### src/rtl/ram512_stream_loader_if.sv
// Byte-stream handshake plus RAM write bus for the 512x16 stream loader.
// master = stream source / RAM side, slave = loader.
interface ram512_stream_loader_if #(
    parameter int ADDR_W = 9,
    parameter int DATA_W = 16
);
    logic [DATA_W/2-1:0] s_data;
    logic                s_valid;
    logic                s_ready;
    logic [DATA_W-1:0]   mem_in;
    logic [ADDR_W-1:0]   mem_address;
    logic                mem_load;

    modport master (
        output s_data,
        output s_valid,
        input  s_ready,
        input  mem_in,
        input  mem_address,
        input  mem_load
    );

    modport slave (
        input  s_data,
        input  s_valid,
        output s_ready,
        output mem_in,
        output mem_address,
        output mem_load
    );
endinterface

### src/rtl/ram512_stream_loader.sv
// Assembles high-byte-first byte pairs into words and writes them to
// consecutive RAM addresses from a programmable base.
module ram512_stream_loader #(
    parameter int ADDR_W = 9,
    parameter int DATA_W = 16
) (
    input  logic              clk,
    input  logic              reset,
    input  logic              start,
    input  logic [ADDR_W-1:0] base_addr,
    input  logic [ADDR_W:0]   word_count,
    ram512_stream_loader_if.slave bus,
    output logic              busy,
    output logic              done,
    output logic [ADDR_W:0]   words_written
);

    typedef enum logic [2:0] {
        IDLE,
        HI,
        LO,
        WRITE,
        DONE
    } state_t;

    state_t                state;
    state_t                state_n;
    logic [DATA_W/2-1:0]   hi_byte;
    logic [ADDR_W:0]       remaining;
    logic                  s_ready;
    logic                  hs;

    assign s_ready      = (state == HI) || (state == LO);
    assign hs           = bus.s_valid && s_ready;
    assign bus.s_ready  = s_ready;
    assign bus.mem_load = (state == WRITE);
    assign busy         = (state == HI) || (state == LO) || (state == WRITE);
    assign done         = (state == DONE);

    always_comb begin
        state_n = state;
        unique case (state)
            IDLE: begin
                if (start)
                    state_n = (word_count == '0) ? DONE : HI;
            end
            HI:    if (hs) state_n = LO;
            LO:    if (hs) state_n = WRITE;
            WRITE: begin
                if (remaining == (ADDR_W+1)'(1))
                    state_n = DONE;
                else
                    state_n = HI;
            end
            DONE:    state_n = IDLE;
            default: state_n = IDLE;
        endcase
    end

    always_ff @(posedge clk) begin
        if (reset) state <= IDLE;
        else       state <= state_n;
    end

    // Datapath registers; reset drops any half-assembled word.
    always_ff @(posedge clk) begin
        if (reset) begin
            hi_byte         <= '0;
            remaining       <= '0;
            words_written   <= '0;
            bus.mem_in      <= '0;
            bus.mem_address <= '0;
        end else begin
            unique case (state)
                IDLE: begin
                    if (start) begin
                        words_written <= '0;
                        if (word_count != '0) begin
                            bus.mem_address <= base_addr;
                            remaining       <= word_count;
                        end
                    end
                end
                HI: begin
                    if (hs) hi_byte <= bus.s_data;
                end
                LO: begin
                    if (hs) bus.mem_in <= {hi_byte, bus.s_data};
                end
                WRITE: begin
                    bus.mem_address <= bus.mem_address + 1'b1;
                    words_written   <= words_written + 1'b1;
                    remaining       <= remaining - 1'b1;
                end
                default: ;
            endcase
        end
    end

endmodule

### src/flat_wrapper.sv
// flat-port wrapper written by rule: the top's interface ports become plain ports
module ram512_stream_loader_flat 
#(
    parameter int ADDR_W = 9,
    parameter int DATA_W = 16
)
  (clk, reset, start, base_addr, word_count, busy, done, words_written, bus_s_data, bus_s_valid, bus_s_ready, bus_mem_in, bus_mem_address, bus_mem_load);
  ram512_stream_loader_if #(.ADDR_W(ADDR_W), .DATA_W(DATA_W)) bus_i ();
  input  logic clk;
  input  logic reset;
  input  logic start;
  input  logic [ADDR_W-1:0] base_addr;
  input  logic [ADDR_W:0] word_count;
  output logic busy;
  output logic done;
  output logic [ADDR_W:0] words_written;
  input wire logic [$bits(bus_i.s_data)-1:0] bus_s_data;
  input wire logic [$bits(bus_i.s_valid)-1:0] bus_s_valid;
  output wire logic [$bits(bus_i.s_ready)-1:0] bus_s_ready;
  output wire logic [$bits(bus_i.mem_in)-1:0] bus_mem_in;
  output wire logic [$bits(bus_i.mem_address)-1:0] bus_mem_address;
  output wire logic [$bits(bus_i.mem_load)-1:0] bus_mem_load;
  assign bus_i.s_data = bus_s_data;
  assign bus_i.s_valid = bus_s_valid;
  assign bus_s_ready = bus_i.s_ready;
  assign bus_mem_in = bus_i.mem_in;
  assign bus_mem_address = bus_i.mem_address;
  assign bus_mem_load = bus_i.mem_load;
  ram512_stream_loader #(.ADDR_W(ADDR_W), .DATA_W(DATA_W)) u_core (.clk(clk), .reset(reset), .start(start), .base_addr(base_addr), .word_count(word_count), .bus(bus_i), .busy(busy), .done(done), .words_written(words_written));
endmodule
### config.mk
export PLATFORM = sky130hd
export DESIGN_NAME = ram512_stream_loader_flat
export DESIGN_NICKNAME = d
export VERILOG_FILES = /design/src/rtl/ram512_stream_loader_if.sv /design/src/rtl/ram512_stream_loader.sv /design/src/flat_wrapper.sv
export SDC_FILE = /design/constraint.sdc
export NUM_CORES = 1
export LEC_CHECK = 0
export CORE_ASPECT_RATIO = 1.75
export CORE_MARGIN = 1.5
export CORE_UTILIZATION = 45
export DETAILED_ROUTE_END_ITERATION = 12
export PLACE_DENSITY = 0.75
export SYNTH_ARGS = -nofsm -noshare
export SYNTH_HDL_FRONTEND = slang
export SYNTH_SLANG_ARGS = --single-unit
### constraint.sdc
create_clock -name clk -period 2.2 [get_ports clk]
set_input_delay 0.22 -clock clk [delete_from_list [all_inputs] [get_ports clk]]
set_output_delay 0.22 -clock clk [all_outputs]
set_load 0.01 [all_outputs]
==> results of run 1 <==
-- per-stage QoR --
stage	setup slack (ns)	hold slack, ns
after floorplan	0.387	0.356
after global placement	0.104	0.434
after detailed placement	0.0631	0.444
after CTS	0.179	0.380
after global routing	0.0581	0.400
final	0.184	0.387
-- state kept, by name, summed over array words and instances, names as in the netlist --
name,count
u_core.bus.mem_in,16
u_core.remaining,10
u_core.words_written,10
u_core.bus.mem_address,9
u_core.hi_byte,8
u_core.state,3
-- final timing paths --
check                                                       endpoint  cells after the start                      startpoint
worst max-delay path                                    bus_mem_load                      3    u_core.state[2]$_SDFFE_PP0P_
worst min-delay path            u_core.words_written[9]$_SDFFE_PP0P_                      2                           reset
worst min register to register    u_core.bus.mem_in[11]$_SDFFE_PP0P_                      2  u_core.hi_byte[3]$_SDFFE_PP0P_
worst max register to register      u_core.remaining[1]$_SDFFE_PP0P_                      5    u_core.state[2]$_SDFFE_PP0P_
-- layout by cell type, fill, tap and decap left out, types with 2 or more instances in the layout --
cell,count
sky130_fd_sc_hd__a211oi_1,7
sky130_fd_sc_hd__a21oi_1,28
sky130_fd_sc_hd__a221oi_2,2
sky130_fd_sc_hd__a22oi_1,5
sky130_fd_sc_hd__a311oi_1,4
sky130_fd_sc_hd__a31oi_1,9
sky130_fd_sc_hd__a32oi_1,2
sky130_fd_sc_hd__and3_1,2
sky130_fd_sc_hd__buf_4,18
sky130_fd_sc_hd__clkbuf_8,6
sky130_fd_sc_hd__clkdlybuf4s50_1,68
sky130_fd_sc_hd__dfxtp_1,56
sky130_fd_sc_hd__ha_1,4
sky130_fd_sc_hd__inv_1,3
sky130_fd_sc_hd__mux2_2,4
sky130_fd_sc_hd__mux2i_1,8
sky130_fd_sc_hd__nand2_1,53
sky130_fd_sc_hd__nand2b_1,3
sky130_fd_sc_hd__nand3_1,13
sky130_fd_sc_hd__nand3b_1,3
sky130_fd_sc_hd__nand4_1,9
sky130_fd_sc_hd__nor2_1,31
sky130_fd_sc_hd__nor3_1,6
sky130_fd_sc_hd__nor4_1,5
sky130_fd_sc_hd__o211ai_1,2
sky130_fd_sc_hd__o21ai_0,6
sky130_fd_sc_hd__o311ai_0,3
sky130_fd_sc_hd__or2_2,2
sky130_fd_sc_hd__or3_1,2
sky130_fd_sc_hd__or4_1,2
sky130_fd_sc_hd__xnor2_1,2
-- power by group through the flow --
stage	logic (uW)	clock network (uW)	registers (uW)
floorplan	418	0	1190
global placement	695	0	1200
detailed placement	709	0	1200
CTS	711	730	1180
global route	772	771	1190
finish	710	714	1180
-- cell usage after synthesis, types with 4 or more instances --
cell type and n:
sky130_fd_sc_hd__a31oi_1 9, sky130_fd_sc_hd__nand2_1 53, sky130_fd_sc_hd__nor4_1 5, sky130_fd_sc_hd__nor3_1 6, sky130_fd_sc_hd__o21ai_0 6, sky130_fd_sc_hd__buf_1 4
sky130_fd_sc_hd__nand3_1 13, sky130_fd_sc_hd__a211oi_1 7, sky130_fd_sc_hd__nor2_1 31, sky130_fd_sc_hd__ha_1 4, sky130_fd_sc_hd__nand4_1 9, sky130_fd_sc_hd__mux2_2 4
sky130_fd_sc_hd__a21oi_1 28, sky130_fd_sc_hd__dfxtp_1 56, sky130_fd_sc_hd__a22oi_1 5, sky130_fd_sc_hd__a311oi_1 4, sky130_fd_sc_hd__mux2i_1 8, sky130_fd_sc_hd__clkbuf_1 12
-- worst max-delay path, stage by stage, from the launching register on --
cell and delay, ns:
sky130_fd_sc_hd__dfxtp_1 0.50, sky130_fd_sc_hd__nand3b_1 0.18, sky130_fd_sc_hd__clkinv_1 0.24, sky130_fd_sc_hd__clkdlybuf4s50_1 0.56
-- area by class of cell --
type	instances	share of cell area [%]
multi-input combinational	237	39.6
sequential	56	31.1
timing repair buffer	87	22.8
tap	76	2.64
clock buffer	6	2.29
clock inverter	2	1.08
inverter	4	0.417
-- logic make-up (layout without fill, tap and decap cells) --
kind of cell / Yosys count / after routing / share of synthesized area, %
and+or+nand+nor: 139 / 139 / 25.0
AOI/OAI and AO/OA: 79 / 79 / 20.8
muxes: 12 / 12 / 4.69
DFF: 56 / 56 / 42.0
xor gates and xnor gates: 3 / 3 / 0.986
buffers and inverters: 26 / 99 / 4.65
adders and majority gates: 4 / 4 / 1.88
-- routing by layer --
metal,share of wire (%),global-route usage [%]
met5,0,0
met4,3.7,12.0
met3,5.1,2.97
met2,54,39.5
met1,37,24.1
==> summary.md, run 1 <==
| Metric | Value |
|---|---|
| Logic gate share of total power | 27.3% |
| Detail-routed net length per standard cell | 14.5 microns |
| Final Wtd Congestion | 0.848 |
| Post-DP HPWL | 5080 microns |
| Clk Tree Root Cell | sky130_fd_sc_hd__clkbuf_8 |
| Cell area after layout | around 0.0036 sq mm |
| Highest fanout seen on the critical path | 9 |
| Initial Utilization | 47.4% |
| Time the final worst path needs with I/O delays and setup | 2.02 ns |
| Setup total negative slack | 0 ns |
| CP Data Required Time | 1.98 ns |
| Detailed Route WL | a little under 7000 microns |
| TritonCTS clock tree | yes |
| Crit path kind | reg2out |
| Total Die Area | about 0.0064 sq mm |
| Least-Margin Pin Slew | 0.585 ns |
| Vias/cell | about 5.7 |
| Type of element capturing the critical path | primary output |
| Reg-to-reg setup timing slack | 0.35 ns |
| Resize count post-CTS | 0 |
| Worst supply voltage drop on vdd | 0.340 mV |
| Global-route wire length before repair | 11100 microns |
| Syn. warnings | 0 |
| Cell area after placement | 0.00348 sq mm |
| Sequential cell area | 0.00112 sq mm |
| Internal power | 1810 uW |
| Post-Syn Area per Cell | 8.36 sq um |
| Via count of the first global-routing pass | approximately 2.5k |
| Fraction of the yosys area taken by sequential cells | roughly 42% |
| Number of hold-repair buffers added at the cts stage | 0 |
| Layout overhead on the synthesized area | 35.1% |
| Number of synthesized register bits | between 50 and 60 |
| Asr flop ratio synth | 0% |
| GRT Overall Usage | 22.4% |
| Final-stage net count | 426 |
| Worst max-slew margin expressed relative to the limit | 61.0% |
| Maximum clock frequency | 0.496 GHz |
| Power share of the sequential group | 45.3% |
| Layout cell share with drive strength beyond 1 | a little over a tenth |
| Number of violations of the max-capacitance limit | 0 |
| Buffers inserted during post-CTS setup optimization | 0 |
| Number of nets in the synthesized netlist | around 350 |
| Overall power | 2600 uW |
| Post-DRT Antenna Nets | 0 |
| Die height | 105 microns |
| Cell type with the highest aggregate area in the netlist | sky130_fd_sc_hd__dfxtp_1 |
| Setup violations, final | 0 |
| TritonRoute pass-1 iters | 5 |
| Maximum number of buffers from clock root to sink | 2 |
| Initial antenna violation count | 0 |
| Primary FF master, synth | sky130_fd_sc_hd__dfxtp_1 |
| CTS Buf Count | 5 |
| Crit start category | register |
| Count of vias placed by the detailed router | 2648 |
| Inst Count DP | 460 |
| Ranking of synthesized cells by area | sky130_fd_sc_hd__dfxtp_1, sky130_fd_sc_hd__nand2_1, sky130_fd_sc_hd__a21oi_1, sky130_fd_sc_hd__nor2_1, sky130_fd_sc_hd__mux2i_1 |
| Power density normalized to cell area | 722 mW/mm^2 |
| Switching part of the total | 30.3% |
| I/O pin count | 70 |
| Result of the run | complete, no violations |
| Maximum number of pins on one net before global-route repair | 31 |
| Area occupied by multi-input gates | 0.00143 sq mm |
| Classification of the worst-slack hold path | in2reg |
| Row count | 36 |
| Data arrival time of the critical path | roughly 1.8 ns |
| Level count of the clock H-tree | 2 |
| Layout Cells excl Fill | 468 |
| Part of the total power dissipated in the clock network | 27.4% |
| Switching power summed over all nets | a little under 800 uW |
| Core region area | 0.00563 sq mm |
| Count of different cell masters after synthesis | 53 |
| Post-CTS clock slew at the launch and capture registers of the worst setup and hold paths | 0.10 ns |
| Count of clock tree sinks | 56 |
| Final-report max-slew violation count | 0 |
| Worst clock skew | 0.00289 ns |
| Number of cells produced by synthesis | 319 |
| Count of flip-flops with a built-in enable after synthesis | 0 |
| Share of the cycle needed by the critical path after routing | 91.6% |
| Total of fill cells in the finished design | 513 |
| Share of Yosys cell area claimed by the top area cell type | 42.0% |
| LEAKAGE | approximately 0.0012 uW |
| Core utilization of the finished layout | 64.0% |
| Clock latency on the worst-skew pair | 0.31 ns |
| Count of endpoints failing hold in the final timing report | 0 |
| Overall overflow remaining after global route | 0 |
| Die outline width | 61.2 microns |
| Port buffer count | 69 |
| Unrepaired setup endpoints after global routing | false |
| Number of remaining DRC errors | 0 |
| Iteration-0 DRC Markers | between 100 and 150 |
| Netlist area before placement | 0.00267 sq mm |
| Final antenna diode count | 0 |
Power figures use the tool's default switching activity.
==> inputs of run 2 (changes only) <==
--- a/config.mk
+++ b/config.mk
@@ -9,7 +9,7 @@
 export CORE_MARGIN = 1.5
 export CORE_UTILIZATION = 45
 export DETAILED_ROUTE_END_ITERATION = 12
-export PLACE_DENSITY = 0.75
+export PLACE_DENSITY = 0.78
 export SYNTH_ARGS = -nofsm -noshare
 export SYNTH_HDL_FRONTEND = slang
 export SYNTH_SLANG_ARGS = --single-unit
==> run 2 against run 1 <==
Via count decreased by 0.45%. Sequential cell count is the same. Sequential power barely moved. Cell area is 0.76% lower.
==> summary.md, run 2 (synthesis gave the netlist of run 1 again) <==
| Metric | Value |
|---|---|
| Iteration-0 DRC Markers | 117 |
| CTS Buf Count | 5 |
| Highest fanout seen on the critical path | 11 |
| Maximum clock frequency | 0.490 GHz |
| Time the final worst path needs with I/O delays and setup | approximately 2.0 ns |
| Critical Path, Cell by Cell | nand3b_1 > clkinv_1 > clkdlybuf4s50_1 |
| Most common cell after layout, fill and taps aside | sky130_fd_sc_hd__clkdlybuf4s50_1 |
| Final-report max-slew violation count | 0 |
| Worst supply voltage drop on vdd | 0.479 mV |
| Level count of the clock H-tree | 2 |
| Row count | 36 |
| Overall overflow remaining after global route | 0 |
| Number of remaining DRC errors | 0 |
| Layout overhead on the synthesized area | 34.0% |
| Post-CTS clock slew at the launch and capture registers of the worst setup and hold paths | 0.09 ns |
| Layout Cells excl Fill | between 400 and 500 |
| Largest regs | u_core.bus.mem_in: 16 flops, u_core.remaining: 10 flops, u_core.words_written: 10 flops |
| Highest routed metal layer | met4 |
| Count of vias placed by the detailed router | 2636 |
| Result of the run | complete, no violations |
| Maximum number of buffers from clock root to sink | 2 |
| Final antenna diode count | 0 |
| Stage delay of the slowest cell on the critical path | 0.58 ns |
| Resize count post-CTS | 0 |
| Post-DRT Antenna Nets | 0 |
| Clk Tree Root Cell | sky130_fd_sc_hd__clkbuf_8 |
| Classification of the worst-slack hold path | in2reg |
| Overall power | 2460 uW |
| Maximum number of pins on one net before global-route repair | 35 |
| Flip-flop count of the largest register after layout | 16 |
| Top cell family by delay on the critical path | buffers and inverters |
| Data arrival time of the critical path | 1.82 ns |
| Count of endpoints failing hold in the final timing report | 0 |
| Power density normalized to cell area | 689 mW/mm^2 |
| Worst max-slew margin expressed relative to the limit | 68.1% |
| Total of fill cells in the finished design | 494 |
| Final-stage net count | 424 |
| Setup total negative slack | 0 ns |
| Port buffer count | 69 |
| Initial antenna violation count | 0 |
| TritonCTS clock tree | yes |
| Crit path kind | reg2out |
| Count of clock tree sinks | 56 |
| Detail-routed net length per standard cell | 14.5 microns |
| I/O pin count | 70 |
| Worst clock skew | 0.00203 ns |
| Detailed Route WL | 6780 microns |
| Type of element capturing the critical path | primary output |
| Die outline width | 61.2 microns |
| Share of the cycle needed by the critical path after routing | a little over 90% |
| Critical Path Slowest Stage Cell | sky130_fd_sc_hd__clkdlybuf4s50_1 |
| Crit start category | register |
| Least-Margin Pin Slew | 0.474 ns |
| Inst Count DP | between 400 and 500 |
| Total Die Area | 0.00641 sq mm |
| Final Wtd Congestion | approximately 0.86 |
| Setup violations, final | 0 |
| LEAKAGE | 0.00119 uW |
| CP Data Required Time | 1.98 ns |
| Die height | 105 microns |
| TritonRoute pass-1 iters | 4 |
| Buffers inserted during post-CTS setup optimization | 0 |
| Number of violations of the max-capacitance limit | 0 |
| Routed wl met3 | 274 microns |
| Vias/cell | 5.66 |
| Number of buffers and inverters on the critical path | 2 |
| Layout cell share with drive strength beyond 1 | 10.5% |
| Largest register by flop count | u_core.bus.mem_in |
| Unrepaired setup endpoints after global routing | false |
| Via count of the first global-routing pass | 2456 |
| Core region area | approximately 0.0056 sq mm |
| Number of hold-repair buffers added at the cts stage | 0 |
| Clock latency on the worst-skew pair | 0.31 ns |
| Post-DP HPWL | 5040 microns |
| Total met2 wirelength after detailed routing | 3790 microns |
| GRT Overall Usage | 21.9% |
| Initial Utilization | between 40% and 50% |
| Most used cells in the layout excluding fill and tap cells | sky130_fd_sc_hd__clkdlybuf4s50_1, sky130_fd_sc_hd__dfxtp_1, sky130_fd_sc_hd__nand2_1, sky130_fd_sc_hd__nor2_1, sky130_fd_sc_hd__a21oi_1 |
| Global-route wire length before repair | 11100 microns |
| Routed met1 length | 2600 microns |
[run 2: layer usage]
layer / track usage, % / up-vias
met1: 24.5 / 1248
met5: 0 / -
met3: 2.85 / 8
met2: 39.6 / 74
li1: - / 1306
met4: 8.07 / 0
[run 2: path summary, 6_finish.rpt]
path / start / endpoint / slack [ns] / cells past startpoint
setup / recovery: u_core.state[1]$_SDFFE_PP0P_ / bus_mem_load / 0.16 / 3
hold / removal: reset / u_core.bus.mem_in[2]$_SDFFE_PP0P_ / 0.15 / 2
setup reg to reg: u_core.state[1]$_SDFFE_PP0P_ / u_core.remaining[3]$_SDFFE_PP0P_ / 0.30 / 5
hold reg to reg: u_core.hi_byte[4]$_SDFFE_PP0P_ / u_core.bus.mem_in[12]$_SDFFE_PP0P_ / 0.45 / 2
[run 2: power by group]
part	switching, uW	total (uW)	internal, uW
registers	85.4	1180	1090
clock network	327	586	258
logic	357	699	342
[run 2: cell type report]
cell class	instances	area, sq um	area share, %
Clock buffer	6	82.6	2.31
Sequential cell	56	1120	31.4
Timing Repair Buffer	85	818	22.9
Clock inverter	2	13.8	0.385
Tap cell	76	95.1	2.66
Multi-Input combinational cell	237	1430	40.0
Inverter	4	15.0	0.420
[run 2: stage by stage]
stage / cell area (sq um) / utilization [%] / worst slack, ns / hold WS [ns]
2_1_floorplan: 2670 / - / 0.387 / 0.356
3_3_place_gp: 3480 / 61.8 / 0.140 / 0.436
3_5_place_dp: 3480 / 61.8 / 0.0883 / 0.445
4_1_cts: 3570 / 63.5 / 0.151 / 0.142
5_1_grt: 3570 / 63.5 / 0.0698 / 0.140
6_report: 3570 / 63.5 / 0.158 / 0.148
